File: config.mk
export PLATFORM = sky130hd
export DESIGN_NAME = univ_shift_reg
export DESIGN_NICKNAME = d
export VERILOG_FILES = /design/src/rtl/univ_shift_reg.sv
export SDC_FILE = /design/constraint.sdc
export NUM_CORES = 1
export LEC_CHECK = 0
export CAP_MARGIN = 10
export CORE_UTILIZATION = 49
export DETAILED_ROUTE_END_ITERATION = 10
export PLACE_DENSITY = 0.91
export SYNTH_ARGS = -nofsm -noshare
export SYNTH_HDL_FRONTEND = slang
export SYNTH_SLANG_ARGS = --single-unit
File: constraint.sdc
create_clock -name clk -period 1.97 [get_ports clk]
set_input_delay 0.394 -clock clk [delete_from_list [all_inputs] [get_ports clk]]
set_output_delay 0.394 -clock clk [all_outputs]
set_load 0.05 [all_outputs]
File: src/rtl/univ_shift_reg.sv
// rtl/univ_shift_reg.sv - multi-mode shift/rotate/load register with autonomous burst engine
module univ_shift_reg #(
    parameter int               WIDTH   = 8,
    parameter logic [WIDTH-1:0] RST_VAL = '0,
    parameter int               CNT_W   = 4
) (
    input  logic             clk,
    input  logic             rst,
    input  logic             en,
    input  logic [2:0]       mode,
    input  logic [WIDTH-1:0] d,
    input  logic             sin_r,
    input  logic             sin_l,
    input  logic             start,
    input  logic [CNT_W-1:0] amount,
    output logic [WIDTH-1:0] q,
    output logic [WIDTH-1:0] qbar,
    output logic             sout_r,
    output logic             sout_l,
    output logic             busy,
    output logic             done
);

    localparam logic [2:0] MODE_HOLD = 3'b000;
    localparam logic [2:0] MODE_SHR  = 3'b001;
    localparam logic [2:0] MODE_SHL  = 3'b010;
    localparam logic [2:0] MODE_ROR  = 3'b011;
    localparam logic [2:0] MODE_ROL  = 3'b100;
    localparam logic [2:0] MODE_LOAD = 3'b101;
    localparam logic [2:0] MODE_CLR  = 3'b110;
    localparam logic [2:0] MODE_ASR  = 3'b111;

    localparam logic [CNT_W-1:0] CNT_ONE = CNT_W'(1);

    typedef enum logic {
        IDLE = 1'b0,
        BUSY = 1'b1
    } state_t;

    state_t           state;
    logic [WIDTH-1:0] q_r;
    logic [CNT_W-1:0] cnt;
    logic [2:0]       op_r;

    // Next register value for a given operation; shared by single-step and burst paths
    function automatic logic [WIDTH-1:0] next_q(
        input logic [2:0]       op,
        input logic [WIDTH-1:0] cur,
        input logic [WIDTH-1:0] din,
        input logic             sr,
        input logic             sl
    );
        logic [WIDTH-1:0] r;
        r = cur;
        case (op)
            MODE_HOLD: r = cur;
            MODE_SHR:  r = {sr, cur[WIDTH-1:1]};
            MODE_SHL:  r = {cur[WIDTH-2:0], sl};
            MODE_ROR:  r = {cur[0], cur[WIDTH-1:1]};
            MODE_ROL:  r = {cur[WIDTH-2:0], cur[WIDTH-1]};
            MODE_LOAD: r = din;
            MODE_CLR:  r = '0;
            MODE_ASR:  r = {cur[WIDTH-1], cur[WIDTH-1:1]};
            default:   r = cur;
        endcase
        return r;
    endfunction

    // Only pure shift/rotate operations are meaningful to repeat in a burst
    function automatic logic is_burst_op(input logic [2:0] op);
        return (op == MODE_SHR) || (op == MODE_SHL) || (op == MODE_ROR) ||
               (op == MODE_ROL) || (op == MODE_ASR);
    endfunction

    // Control FSM and data register; busy/done are registered alongside the state
    always_ff @(posedge clk or posedge rst) begin
        if (rst) begin
            state <= IDLE;
            q_r   <= RST_VAL;
            cnt   <= '0;
            op_r  <= MODE_HOLD;
            busy  <= 1'b0;
            done  <= 1'b0;
        end else begin
            done <= 1'b0;
            case (state)
                IDLE: begin
                    if (start) begin
                        // q is left untouched on the start edge either way
                        if ((amount != '0) && is_burst_op(mode)) begin
                            op_r  <= mode;
                            cnt   <= amount;
                            state <= BUSY;
                            busy  <= 1'b1;
                        end else begin
                            done <= 1'b1;
                        end
                    end else if (en) begin
                        q_r <= next_q(mode, q_r, d, sin_r, sin_l);
                    end
                end
                BUSY: begin
                    // Serial inputs are sampled live each step; d is irrelevant to burst ops
                    q_r <= next_q(op_r, q_r, d, sin_r, sin_l);
                    cnt <= cnt - CNT_ONE;
                    if (cnt == CNT_ONE) begin
                        state <= IDLE;
                        busy  <= 1'b0;
                        done  <= 1'b1;
                    end
                end
                default: begin
                    state <= IDLE;
                    busy  <= 1'b0;
                end
            endcase
        end
    end

    // Derived outputs are purely combinational views of the register
    always_comb begin
        q      = q_r;
        qbar   = ~q_r;
        sout_r = q_r[0];
        sout_l = q_r[WIDTH-1];
    end

endmodule
==> out/metrics.yaml <==
worst_setup_path:
  critical_path_class: "reg -> out"
  slowest_delay_ns: 0.81
  r2r_end: "q[4]$_DFFE_PP0P_"
  path_max_fanout: 3
  crit_chain: "clkdlybuf4s50_1"
  end_kind: "primary output"
  worst-path-buf-inv: 1
  reg2regPathDepth: 4
  worstPathArrival_ns: 1.54
  cp_slowest_cell: "clkdlybuf4s50_1"
  worst_path_dominant_cell_family: "buffers and inverters"
  required_ns: 1.58
  r2r_setup_slack_ns: 0.25
  cp-start-kind: "flop"
  r2r_start: "op_r[1]$_DFFE_PP0P_"
layout:
  n_antenna_cell: 0
  nNetsFinal: 252
  fin_area_um2: 2140
  fillers: 256
  drive_above_1_share_pct: 25.9
  syn2layout_area_growth_pct: 33.5
job:
  max_cap_viol_count: 0
place:
  place_area_um2: 2100
  post-dp-hpwl_mm: 3.34
  port_buffers: 40
  pre_cts_ws_ns: -0.183
  place_congestion: 0.969
grt:
  antenna_found_initial: 0
  track_usage_pct: 26.9
  grt_pass1_vias: 1647
  grt_pass1_wl_mm: 7.08
  grt_start_max_net_pins: 19
  grt-ovfl-total: 0
yosys:
  syn_inst: 176
  syn_area_um2: 1610
  synth_fp_nets: 199
  yosysUniqueCellTypes: 62
  syn_avg_cell_area_um2: 9.12
  synthArstFlopShare_pct: 100
  yosysWarnings: 0
  synth-edff-count: 0
  ys_seq_elements: 18
  synthFlopType: "dfrtp_1"
  synth-seq-area-share_pct: 28.1
sta:
  hold_viol_final: 0
  rsz0062_at_grt: "false"
  worst_pin_slew_ns: 0.505
  fin_worst_skew_ns: 0.0113
  setup_viol: 0
  setup_slack_ns: 0.0335
  post-route-period-util_pct: 98.3
  min_period_ns: 1.94
  finalMaxSlewViolations: 0
  fmax_ghz: 0.516
  fin_setup_tns_ns: 0
  maxSlewHeadroom_pct: 65.9
routing:
  dr.pass1.iters: 4
  ant_nets: 0
  drtIter0Drc: 119
  vias: 1648
  drt-total-wl_mm: 4.38
  routed_via_density: 6.06
  wl_per_cell_um: 16.1
  drcViolationCount: 0
die:
  ios: 41
  coreArea_um2: 3080
  rows: 20
  dieWidth_um: 59.2
  die_h_um: 59.2
  dieArea_um2: 3510
  start_util_pct: 52.2
clock_network:
  clk_pin_slew_ns: 0.12
  insertion_delay_ns: 0.31
  numCtsBuffers: 3
  cts_buffer_depth: 2
  clock_sinks: 18
  cts_htree_levels: 1
  cts_setup_buffers: 0
  cts_root_buffer: "clkbuf_4"
  cts_tree: "yes"
  cts_hold_buf: 0
power_and_ir_drop:
  cellLeakagePower_nw: 0.982
  powerDensity_nw_per_um2: 1790
  peakVddDrop_mv: 0.791
  power.total_mw: 3.83
worst_hold_path:
  hp-class: "in -> async"
status:
  status: "finished clean"
-- cell families (layout without fill, tap and decap cells) --
family	count (synthesis)	in the layout	share of synthesized area [%]
AOI/OAI and AO/OA	62	62	32.3
and+or+nand+nor	51	51	19.7
buffers and inverters	31	83	10.4
DFF	18	18	28.1
muxes	8	8	5.30
xor gates and xnor gates	4	4	2.65
adders and majority gates	2	2	1.56
-- how the worst max path moves through the flow --
stage / start / endpoint / depth (start not counted)
final: q[5]$_DFFE_PP0P_ / q[5] / 1
after floorplan: q[3]$_DFFE_PP0P_ / q[2]$_DFFE_PP0P_ / 4
after CTS: q[1]$_DFFE_PP0P_ / q[1] / 1
after detailed placement: amount[2] / op_r[2]$_DFFE_PP0P_ / 5
after global placement: amount[2] / cnt[2]$_DFFE_PP0P_ / 5
after global routing: q[5]$_DFFE_PP0P_ / q[5] / 1
-- cells in the final DEF, fill, tap and decap left out, types with 3 or more instances in the layout --
master,synthesis,layout
buf_4,6,36
clkdlybuf4s50_1,0,23
dfrtp_1,18,16
inv_1,15,14
nand2_1,12,12
nor2_1,10,10
a21oi_1,9,9
o21ai_0,8,8
nand4b_1,5,5
a21o_1,5,5
a221oi_1,5,5
nand3_1,4,4
mux2i_1,4,4
mux2_1,4,4
a22o_1,4,4
xnor2_1,3,3
o31ai_1,3,3
o311ai_0,3,3
o32ai_1,3,3
nor3_1,3,3
clkbuf_4,0,3
dlymetal6s2s_1,0,3
-- tightest hold or removal path: cells and delay by family --
| kind | cells | cell delay, ns |
|---|---|---|
| buf+inv | 3 | 0.70 |
-- per-layer routing --
| layer | part of all wire, % | wire [µm] | global-route usage [%] | vias to the layer above |
|---|---|---|---|---|
| li1 | - | - | - | 764 |
| met1 | 40 | 1730 | 30.8 | 784 |
| met2 | 51 | 2250 | 48.5 | 91 |
| met3 | 7.7 | 338 | 5.46 | 9 |
| met4 | 1.3 | 55 | 10.9 | 0 |
| met5 | 0 | 0 | 0 | - |
-- state kept, by name, summed over array words and instances (netlist names) --
register / cells
q: 8
cnt: 4
op_r: 3
state: 1
busy: 1
done: 1
-- stage by stage --
step	cells	util, %	hold WS (ns)
after global routing	272	69.6	0.417
after global placement	268	68.2	0.489
after detailed placement	268	68.2	0.501
final	272	69.6	0.381
after floorplan	176	-	0.333
after CTS	272	69.3	0.400
-- Yosys cell counts (all sizes together) (2+ instances only) --
library cell,n,area [µm²]
a211oi,2,15.0
a21o,5,37.5
a21oi,9,45.0
a221oi,5,43.8
a22o,4,35.0
and2b,2,16.3
and3b,2,17.5
buf,13,98.8
clkbuf,2,7.51
dfrtp,18,450
ha,2,25.0
inv,16,60.1
mux2,4,45.0
mux2i,4,40.0
nand2,12,45.0
nand3,4,20.0
nand3b,2,27.5
nand4b,5,43.8
nor2,11,43.8
nor2b,2,20.0
nor3,4,25.0
o2111ai,2,23.8
o211ai,2,20.0
o21ai,9,45.0
o311ai,3,26.3
o31ai,4,43.8
o32ai,3,26.3
or3b,2,17.5
xnor2,3,26.3
-- power by group --
group / switching, mW / leakage, nW / internal (mW) / total, mW
sequential: 0.294 / 0.214 / 0.566 / 0.859
clock: 0.133 / 0.0210 / 0.113 / 0.246
combinational: 1.66 / 0.747 / 1.07 / 2.73
-- what timing repair did --
action,in CTS,in global routing
pin swaps,0,0
setup endpoints to repair,1,4
resized for setup,1,4
-- area by class of cell --
type | instances | area (µm²) | share of cell area (%)
Multi-Input combinational cell | 127 | 988 | 46.1
Timing Repair Buffer | 63 | 547 | 25.5
Sequential cell | 18 | 453 | 21.1
Inverter | 16 | 63.8 | 2.98
Tap cell | 44 | 55.1 | 2.57
Clock buffer | 4 | 36.3 | 1.69
Power figures use the tool's default switching activity.
